===== config.mk =====
export PLATFORM = sky130hd
export DESIGN_NAME = mem_access_unit
export DESIGN_NICKNAME = d
export VERILOG_FILES = /design/src/rtl/lsu_pkg.sv /design/src/rtl/mem_access_unit_load_align.sv /design/src/rtl/mem_access_unit.sv
export SDC_FILE = /design/constraint.sdc
export NUM_CORES = 1
export LEC_CHECK = 0
export BUFFER_PORTS_ARGS = -buffer_cell sky130_fd_sc_hd__buf_2
export CAP_MARGIN = 20
export CORE_MARGIN = 1.5
export CORE_UTILIZATION = 30
export DETAILED_ROUTE_END_ITERATION = 8
export GPL_TIMING_DRIVEN = 0
export PLACE_DENSITY_LB_ADDON = 0.3
export SKIP_CTS_REPAIR_TIMING = 1
export SLEW_MARGIN = 20
export SYNTH_ARGS = -nofsm -noshare
export SYNTH_HDL_FRONTEND = slang
export SYNTH_HIERARCHICAL = 1
export SYNTH_SLANG_ARGS = --single-unit

===== constraint.sdc =====
create_clock -name clk -period 9.1 [get_ports clk]
set_input_delay 0.455 -clock clk [delete_from_list [all_inputs] [get_ports clk]]
set_output_delay 0.455 -clock clk [all_outputs]
set_load 0.01 [all_outputs]

===== src/rtl/lsu_pkg.sv =====
// Shared definitions for the memory-stage load/store unit: size encodings,
// FSM state and completion-kind enums, default bus timeout, and the helpers
// that build byte enables and lane-replicated store data.
package lsu_pkg;

  localparam logic [1:0] SIZE_B = 2'd0;
  localparam logic [1:0] SIZE_H = 2'd1;
  localparam logic [1:0] SIZE_W = 2'd2;
  localparam logic [1:0] SIZE_X = 2'd3;  // illegal size, aborts with err

  localparam int TIMEOUT_DEFAULT = 16;

  typedef enum logic [1:0] {
    ST_IDLE = 2'd0,
    ST_BUS  = 2'd1,
    ST_DONE = 2'd2
  } lsu_state_e;

  // Which completion pulse DONE will emit.
  typedef enum logic [1:0] {
    CMP_LOAD  = 2'd0,
    CMP_STORE = 2'd1,
    CMP_ERR   = 2'd2,
    CMP_MIS   = 2'd3
  } lsu_cmp_e;

  // Byte enables for an (already aligned) access.
  function automatic logic [3:0] byte_enables(input logic [1:0] size,
                                              input logic [1:0] addr_lo);
    logic [3:0] be;
    case (size)
      SIZE_B:  be = 4'b0001 << addr_lo;
      SIZE_H:  be = addr_lo[1] ? 4'b1100 : 4'b0011;
      default: be = 4'b1111;
    endcase
    return be;
  endfunction

  // Replicate right-justified store data into every lane it may occupy.
  function automatic logic [31:0] store_lanes(input logic [1:0]  size,
                                              input logic [31:0] wdata);
    logic [31:0] lanes;
    case (size)
      SIZE_B:  lanes = {4{wdata[7:0]}};
      SIZE_H:  lanes = {2{wdata[15:0]}};
      default: lanes = wdata;
    endcase
    return lanes;
  endfunction

endpackage


===== src/rtl/mem_access_unit_load_align.sv =====
// load_align: selects the addressed byte/half lane of a read word and
// sign- or zero-extends it to 32 bits. Purely combinational.
module load_align
  import lsu_pkg::*;
(
  input  logic [31:0] rdata,
  input  logic [1:0]  addr_lo,
  input  logic [1:0]  size,
  input  logic        is_unsigned,
  output logic [31:0] data
);

  logic [7:0]  lane_b;
  logic [15:0] lane_h;

  // Lane select by low address bits, then extension by size/signedness.
  always_comb begin
    lane_b = rdata[{addr_lo, 3'b000} +: 8];
    lane_h = addr_lo[1] ? rdata[31:16] : rdata[15:0];
    case (size)
      SIZE_B:  data = is_unsigned ? {24'd0, lane_b} : {{24{lane_b[7]}}, lane_b};
      SIZE_H:  data = is_unsigned ? {16'd0, lane_h} : {{16{lane_h[15]}}, lane_h};
      default: data = rdata;
    endcase
  end

endmodule


===== src/rtl/mem_access_unit.sv =====
// mem_access_unit: memory-stage load/store unit. Takes one load or store per
// transaction, runs a req/ack bus transfer with a timeout, and returns
// aligned, extended load data.
//
// Handshake: the pipeline's operation is taken on a rising edge where
// req_valid & req_ready (req_ready is high only in IDLE); req_valid in any
// other state is ignored. On the bus, bus_req stays high with stable
// address/enables/data until a cycle with bus_ack (transfer complete) or
// until the timeout aborts it; bus_ack outside BUS is ignored.
//
// Optional feature macro: LSU_MISALIGN_TRAP_EN. When defined, misaligned
// half/word accesses skip the bus and pulse misalign; when undefined they are
// forced aligned and misalign is tied low.
module mem_access_unit
  import lsu_pkg::*;
#(
  parameter int TIMEOUT = TIMEOUT_DEFAULT  // legal range 1..255
) (
  input  logic        clk,
  input  logic        reset,
  input  logic        req_valid,
  input  logic        req_write,
  input  logic [1:0]  req_size,
  input  logic        req_unsigned,
  input  logic [31:0] req_addr,
  input  logic [31:0] req_wdata,
  output logic        req_ready,
  output logic        stall,
  output logic        load_valid,
  output logic [31:0] load_data,
  output logic        store_done,
  output logic        err,
  output logic        misalign,
  output logic        bus_req,
  output logic        bus_we,
  output logic [31:0] bus_addr,
  output logic [3:0]  bus_be,
  output logic [31:0] bus_wdata,
  input  logic        bus_ack,
  input  logic [31:0] bus_rdata
);

  lsu_state_e  state_q, state_d;
  lsu_cmp_e    cmp_q, cmp_d;
  logic [7:0]  cnt_q, cnt_d;
  logic        write_q, write_d;
  logic [1:0]  size_q, size_d;
  logic        uns_q, uns_d;
  logic [31:0] addr_q, addr_d;
  logic [3:0]  be_q, be_d;
  logic [31:0] wdata_q, wdata_d;
  logic [31:0] load_data_q, load_data_d;

  logic [31:0] eff_addr;
  logic        trap;
  logic [8:0]  cnt_inc;
  logic [31:0] align_data;

  load_align u_load_align (
    .rdata       (bus_rdata),
    .addr_lo     (addr_q[1:0]),
    .size        (size_q),
    .is_unsigned (uns_q),
    .data        (align_data)
  );

  // Decode misalignment of the incoming request: trap it or force it aligned.
  always_comb begin
    eff_addr = req_addr;
    trap     = 1'b0;
`ifdef LSU_MISALIGN_TRAP_EN
    trap = ((req_size == SIZE_H) && req_addr[0]) ||
           ((req_size == SIZE_W) && (req_addr[1:0] != 2'b00));
`else
    if (req_size == SIZE_H) eff_addr[0]   = 1'b0;
    if (req_size == SIZE_W) eff_addr[1:0] = 2'b00;
`endif
  end

  // Next-state logic: capture in IDLE, bus transfer with timeout, one DONE cycle.
  always_comb begin
    state_d     = state_q;
    cmp_d       = cmp_q;
    cnt_d       = cnt_q;
    write_d     = write_q;
    size_d      = size_q;
    uns_d       = uns_q;
    addr_d      = addr_q;
    be_d        = be_q;
    wdata_d     = wdata_q;
    load_data_d = load_data_q;
    cnt_inc     = {1'b0, cnt_q} + 9'd1;

    case (state_q)
      ST_IDLE: begin
        if (req_valid) begin
          write_d = req_write;
          size_d  = req_size;
          uns_d   = req_unsigned;
          addr_d  = eff_addr;
          be_d    = byte_enables(req_size, eff_addr[1:0]);
          wdata_d = store_lanes(req_size, req_wdata);
          cnt_d   = 8'd0;
          if (req_size == SIZE_X) begin
            state_d     = ST_DONE;
            cmp_d       = CMP_ERR;
            load_data_d = 32'd0;
          end else if (trap) begin
            state_d     = ST_DONE;
            cmp_d       = CMP_MIS;
            load_data_d = 32'd0;
          end else begin
            state_d = ST_BUS;
            cmp_d   = req_write ? CMP_STORE : CMP_LOAD;
          end
        end
      end
      ST_BUS: begin
        cnt_d = cnt_inc[7:0];
        // An ack in the timeout cycle still completes normally.
        if (bus_ack) begin
          state_d = ST_DONE;
          if (!write_q) load_data_d = align_data;
        end else if (cnt_inc == 9'(TIMEOUT)) begin
          state_d     = ST_DONE;
          cmp_d       = CMP_ERR;
          load_data_d = 32'd0;
        end
      end
      ST_DONE: begin
        state_d = ST_IDLE;
        cnt_d   = 8'd0;
      end
      default: state_d = ST_IDLE;
    endcase
  end

  // State and request registers; reset aborts any transfer immediately.
  always_ff @(posedge clk or posedge reset) begin
    if (reset) begin
      state_q     <= ST_IDLE;
      cmp_q       <= CMP_LOAD;
      cnt_q       <= 8'd0;
      write_q     <= 1'b0;
      size_q      <= SIZE_B;
      uns_q       <= 1'b0;
      addr_q      <= 32'd0;
      be_q        <= 4'd0;
      wdata_q     <= 32'd0;
      load_data_q <= 32'd0;
    end else begin
      state_q     <= state_d;
      cmp_q       <= cmp_d;
      cnt_q       <= cnt_d;
      write_q     <= write_d;
      size_q      <= size_d;
      uns_q       <= uns_d;
      addr_q      <= addr_d;
      be_q        <= be_d;
      wdata_q     <= wdata_d;
      load_data_q <= load_data_d;
    end
  end

  assign req_ready  = (state_q == ST_IDLE);
  assign stall      = ((state_q == ST_IDLE) && req_valid) || (state_q == ST_BUS);
  assign bus_req    = (state_q == ST_BUS);
  assign bus_we     = bus_req & write_q;
  assign bus_addr   = bus_req ? {addr_q[31:2], 2'b00} : 32'd0;
  assign bus_be     = bus_req ? be_q : 4'd0;
  assign bus_wdata  = bus_req ? wdata_q : 32'd0;
  assign load_data  = load_data_q;
  assign load_valid = (state_q == ST_DONE) && (cmp_q == CMP_LOAD);
  assign store_done = (state_q == ST_DONE) && (cmp_q == CMP_STORE);
  assign err        = (state_q == ST_DONE) && (cmp_q == CMP_ERR);
`ifdef LSU_MISALIGN_TRAP_EN
  assign misalign   = (state_q == ST_DONE) && (cmp_q == CMP_MIS);
`else
  assign misalign   = 1'b0;
`endif

endmodule


Word level (Yosys, flattened, before mapping) --
Index checks and enable logic that the tools add are counted.
Storage, ports and cells: flip-flop bits (word level) 116, input port bits 104, output and inout port bits 108, word-level logic and storage cells 75
Operators by class: $add $sub $neg 1, equal/unequal tests 15, shift operators 2, mux-type cells 30, bitwise gates (word level) 1, reductions and logical operators 16
Operators with widths (count):
- 32-bit two-way mux | 9
- 32-bit one-hot mux with 2 select lines | 3
- 32-bit by 6-bit indexed part select with 8-bit output | 1
- 8-bit one-hot mux with 3 select lines | 1
- 16-bit two-way mux | 1
- 2-bit two-way mux | 8
- 8-bit by 1-bit adder with 9-bit output, second input constant | 1
- 9-bit by 5-bit == test with 1-bit output, second input constant | 1
- 2-bit by 1-bit == test with 1-bit output, second input constant | 4
- 2-bit == test, second input constant | 4
- 2-bit logical NOT | 4
- 4-bit two-way mux | 2
- 8-bit two-way mux | 1
- 2-bit one-hot mux with 2 select lines | 2
- 4-bit one-hot mux with 2 select lines | 1
- 2-bit AND reduction | 3
- 5-bit AND reduction | 1
- 1-bit logical AND | 4
- 2-bit by 1-bit != test with 1-bit output, second input constant | 2
- 2-bit != test, second input constant | 2
- 4-bit AND reduction | 1
- 1-bit by 2-bit left shift with 4-bit output, first input constant | 1
- 3-bit by 1-bit != test with 1-bit output, second input constant | 1
- 3-bit != test, second input constant | 1
- other kinds (5) | 6

Logic depth before layout (Yosys ltp) --
word-level depth 6, mapped depth 9, mapped depth without buffers 7

Cells and area by module --
Netlist, hierarchy kept.
Modules (own cells, without submodules):
- mem_access_unit | instances 1, cells an instance 573, area each 5475.3 µm², seq. area each 2902.8 µm²
- load_align | instances 1, cells an instance 122, area each 694.4 µm², seq. area each 0.0 µm²

Worst setup path after synthesis --
No wires, ideal clock.
path type register to output, from register state_q[1], to output port bus_wdata[10], arrival 1.359 ns, required time 8.645 ns, path slack 7.286 ns, stages on the path, launching flop included 8, buffers on the path 3, path through dfrtp_1 buf_4 inv_4 nand2_4 inv_2 clkbuf_1 clkbuf_1 and2_1
On the way: word-level cells in the longest chain between the ends 2
RTL lines:
- start: declaration | RTL line mem_access_unit.sv:43 | lsu_state_e state_q, state_d;
- start signal: assignment | RTL line mem_access_unit.sv:152 | state_q <= state_d;
- 2-bit by 1-bit == test with 1-bit output | RTL line mem_access_unit.sv:167 | assign bus_req = (state_q == ST_BUS);
- 32-bit two-way mux | RTL line mem_access_unit.sv:171 | assign bus_wdata = bus_req ? wdata_q : 32'd0;
- end: declaration | RTL line mem_access_unit.sv:38 | output logic [31:0] bus_wdata,
Every way passes these cells.

Final worst setup path --
from register state_q[1], to output port bus_wdata[9]
Same word-level chain as after synthesis.

==> results_dict.tcl <==
set metrics [dict create \
    grt.met1_usage_pct 22.8 \
    dpl.hpwl_um 13800 \
    vias_per_cell 4.72 \
    use_met2_pct 28.8 \
    avgSynthCellArea_um2 8.88 \
    cpLargestDelayFamily "buffers and inverters" \
    post-place-ws_ns 6.59 \
    finalCritPeriodShare_pct 31.7 \
    firstDrtPassIters 5 \
    max_cap_violations 0 \
    path_clk_slew_ns 0.06 \
    worst_slack_ns 6.22 \
    synth_top_flop_cell "dfrtp_1" \
    synth-xor-area-share_pct 0.142 \
    regArea_mm2 0.00290 \
    timing.rr.start "cnt_q[0]$_DFFE_PP0P_" \
    syn_to_final_growth_pct 32.7 \
    crit_type "register to primary output" \
    yosys.area_share.adder_pct 0.406 \
    drive_above_1_share_pct 29.9 \
    rr_endpoint "load_data[18]$_DFFE_PP0P_" \
    fp.dieArea_mm2 0.0214 \
    via_count 5682 \
    crit_required_ns 8.65 \
    gp_congestion 0.842 \
    path_depth 8 \
    grt_pass1_vias 5576 \
    critPathArrivalTime_ns 2.43 \
    setup.worst_path.end_class "primary output" \
    final_common_cell "buf_2" \
    gr-usage-met3_pct 5.25 \
    synth_top_family_by_area "simple AND/OR/NAND/NOR gates" \
    wl_per_cell_um 15.5 \
    syn_inst 695 \
    worst_clock_skew_ns 0.0113 \
    die_h_um 146 \
    timing.critical_path.mode_cell "clkbuf_1" \
    clock_sinks 116 \
    portBuffers 205 \
    cts_tree "done" \
    rsz0062_at_grt "no" \
    start_kind "register" \
    layout_min_cycle_time_ns 2.88 \
    reg2reg_depth 7 \
    crit_path_max_incr_delay_ns 0.46 \
    grt_max_degree 75 \
    outcome "completed" \
    ys_warn_count 6 \
    synth_cell_types 56 \
    max_slew_margin_pct 55.2 \
    final_cell_mix "buf_2 (217), nand2_1 (213), dfrtp_1 (116)" \
    drt_iter0_markers 227 \
    ys_ff_latch 116 \
    num_io_pins 212 \
    max_freq_ghz 0.347 \
    wl_um 18700 \
    synth-edff-count 0 \
    n_fill_cell 2072 \
    critical_path.cell_chain "buf_4 -> inv_4 -> nand2_4 -> inv_2 -> clkbuf_1 -> clkbuf_1 -> and2_1 -> buf_2" \
    synth_compound_area_share_pct 15.8 \
    hold_violations 0 \
    insertion_delay_ns 0.42 \
    cts_root_buffer "clkbuf_16" \
    htreeDepth 4 \
    drtAntennaViolNets 0 \
    ff2ff_setup_slack_ns 7.26 \
    grt_pass1_wl_um 29800 \
    tightest_slew_ns 0.671 \
    grt_usage_pct 17.8 \
    setup_viol 0 \
    antenna_found_initial 1 \
    cts_buffers 17 \
    setup_tns_ns 0 \
    crit_end "bus_wdata[9]" \
    syn_area_mm2 0.00617 \
    crit_slowest_cell "clkbuf_1" \
    drcViolationCount 0 \
    critPathLaunch "state_q[1]$_DFFE_PP0P_" \
    gr-total-overflow 0 \
    hold_path.class "input pin to asynchronous set/reset pin" \
    nNetsFinal 1028 \
    ir_drop_mv 0.140 \
    timing.critical_path.buf_inv 6 \
    powerDensity_mw_per_mm2 329 \
    grt.busiest_layer "met2" \
    clk_path_buf_depth 2 \
    rows 52 \
    slew_viol_final 0 \
    p_leak_nw 4.37 \
    multi_input_area_mm2 0.00296 \
    muxShareOfSynthArea_pct 4.62 \
    async_reset_ff_share_pct 100 \
    critPathMaxFanout 10 \
    start_util_pct 30.5 \
    synth-seq-area-share_pct 47.0 \
    synth-simple-area-share_pct 26.7 \
    diodes 0 \
    dieWidth_um 146 \
    core_mm2 0.0202 \
]
worst reg2reg max path, delay by kind of cell, from the launching register on:
| family | cells | cell delay, ns |
|---|---|---|
| fa+ha+maj | 1 | 0.17 |
| simple gates | 2 | 0.40 |
| flops | 1 | 0.44 |
| buf+inv | 1 | 0.17 |
| compound gates | 3 | 0.55 |
per-stage QoR:
stage	hold slack (ns)	power, mW	std cells	cell area [um^2]	utilization, %
final	0.0479	2.70	1205	8180	40.4
after CTS	0.0667	2.73	1205	8180	40.4
after floorplan	0.437	1.60	697	6180	-
after global placement	0.449	2.01	1172	7540	37.3
after global routing	0.0656	2.91	1205	8180	40.4
after detailed placement	0.454	2.02	1173	7570	37.4
kinds of logic after synthesis:
kind of cell,count (synthesis)
adders and majority gates,2
muxes,28
buffers and inverters,61
DFF,116
and+or+nand+nor,348
AOI/OAI and AO/OA,138
xor gates and xnor gates,1
other,1
layout make-up:
type,count,share of cell area (%)
Clock buffer,20,5.58
Buffer,52,3.44
Sequential cell,116,35.5
Timing Repair Buffer,206,12.9
Tap cell,270,4.13
Multi-Input combinational cell,520,36.1
Clock inverter,12,1.88
Inverter,9,0.505
worst min path at each step:
stage	from	end	slack [ns]	cells past startpoint
floorplan	addr_q[10]$_DFFE_PP0P_	addr_q[10]$_DFFE_PP0P_	0.44	2
global placement	addr_q[31]$_DFFE_PP0P_	addr_q[31]$_DFFE_PP0P_	0.45	2
detailed placement	addr_q[2]$_DFFE_PP0P_	addr_q[2]$_DFFE_PP0P_	0.45	2
CTS	reset	addr_q[24]$_DFFE_PP0P_	0.07	2
global route	reset	load_data[1]$_DFFE_PP0P_	0.07	2
finish	reset	addr_q[24]$_DFFE_PP0P_	0.05	2
report_power, final:
group / internal [mW] / switching (mW)
Combinational: 0.461 / 0.656
Clock: 0.445 / 0.255
Sequential: 0.743 / 0.136
Total: 1.65 / 1.05
synth_stat cells (2+ instances only):
library cell | instances | area [um^2]
nand2_1 | 213 | 800
dfrtp_1 | 116 | 2900
and2_1 | 69 | 432
o21ai_0 | 40 | 200
a22o_1 | 32 | 280
clkbuf_1 | 27 | 101
mux2i_1 | 27 | 270
nor2_1 | 26 | 97.6
a21oi_1 | 19 | 95.1
buf_2 | 12 | 60.1
nand2b_1 | 10 | 62.6
a221o_1 | 8 | 80.1
buf_4 | 7 | 52.6
inv_1 | 7 | 26.3
buf_6 | 6 | 67.6
nor2b_1 | 6 | 37.5
a22oi_1 | 5 | 37.5
a31oi_1 | 5 | 31.3
a21o_1 | 4 | 30.0
nor3b_1 | 4 | 30.0
a2bb2oi_1 | 3 | 26.3
nor3_1 | 3 | 15.0
o211ai_1 | 3 | 22.5
o21ai_1 | 3 | 15.0
o22a_1 | 3 | 26.3
ha_1 | 2 | 25.0
nand4_1 | 2 | 12.5
nor2_2 | 2 | 12.5
nor4b_1 | 2 | 17.5
o21bai_1 | 2 | 15.0
o22ai_1 | 2 | 12.5
flip-flops by register name (all words and copies together), names as in the netlist:
name,cells
load_data,32
uns_q,1
size_q,2
addr_q,32
state_q,2
cnt_q,8
cmp_q,2
be_q,4
wdata_q,32
write_q,1
layer usage:
metal | vias up | share of wire, % | wire length, um
met4 | 2 | 1.4 | 257
met1 | 2677 | 45 | 8340
met5 | - | 0.059 | 11
li1 | 2795 | - | -
met3 | 20 | 7.4 | 1380
met2 | 188 | 47 | 8730
Note: power is estimated with default switching activity, not from simulation.
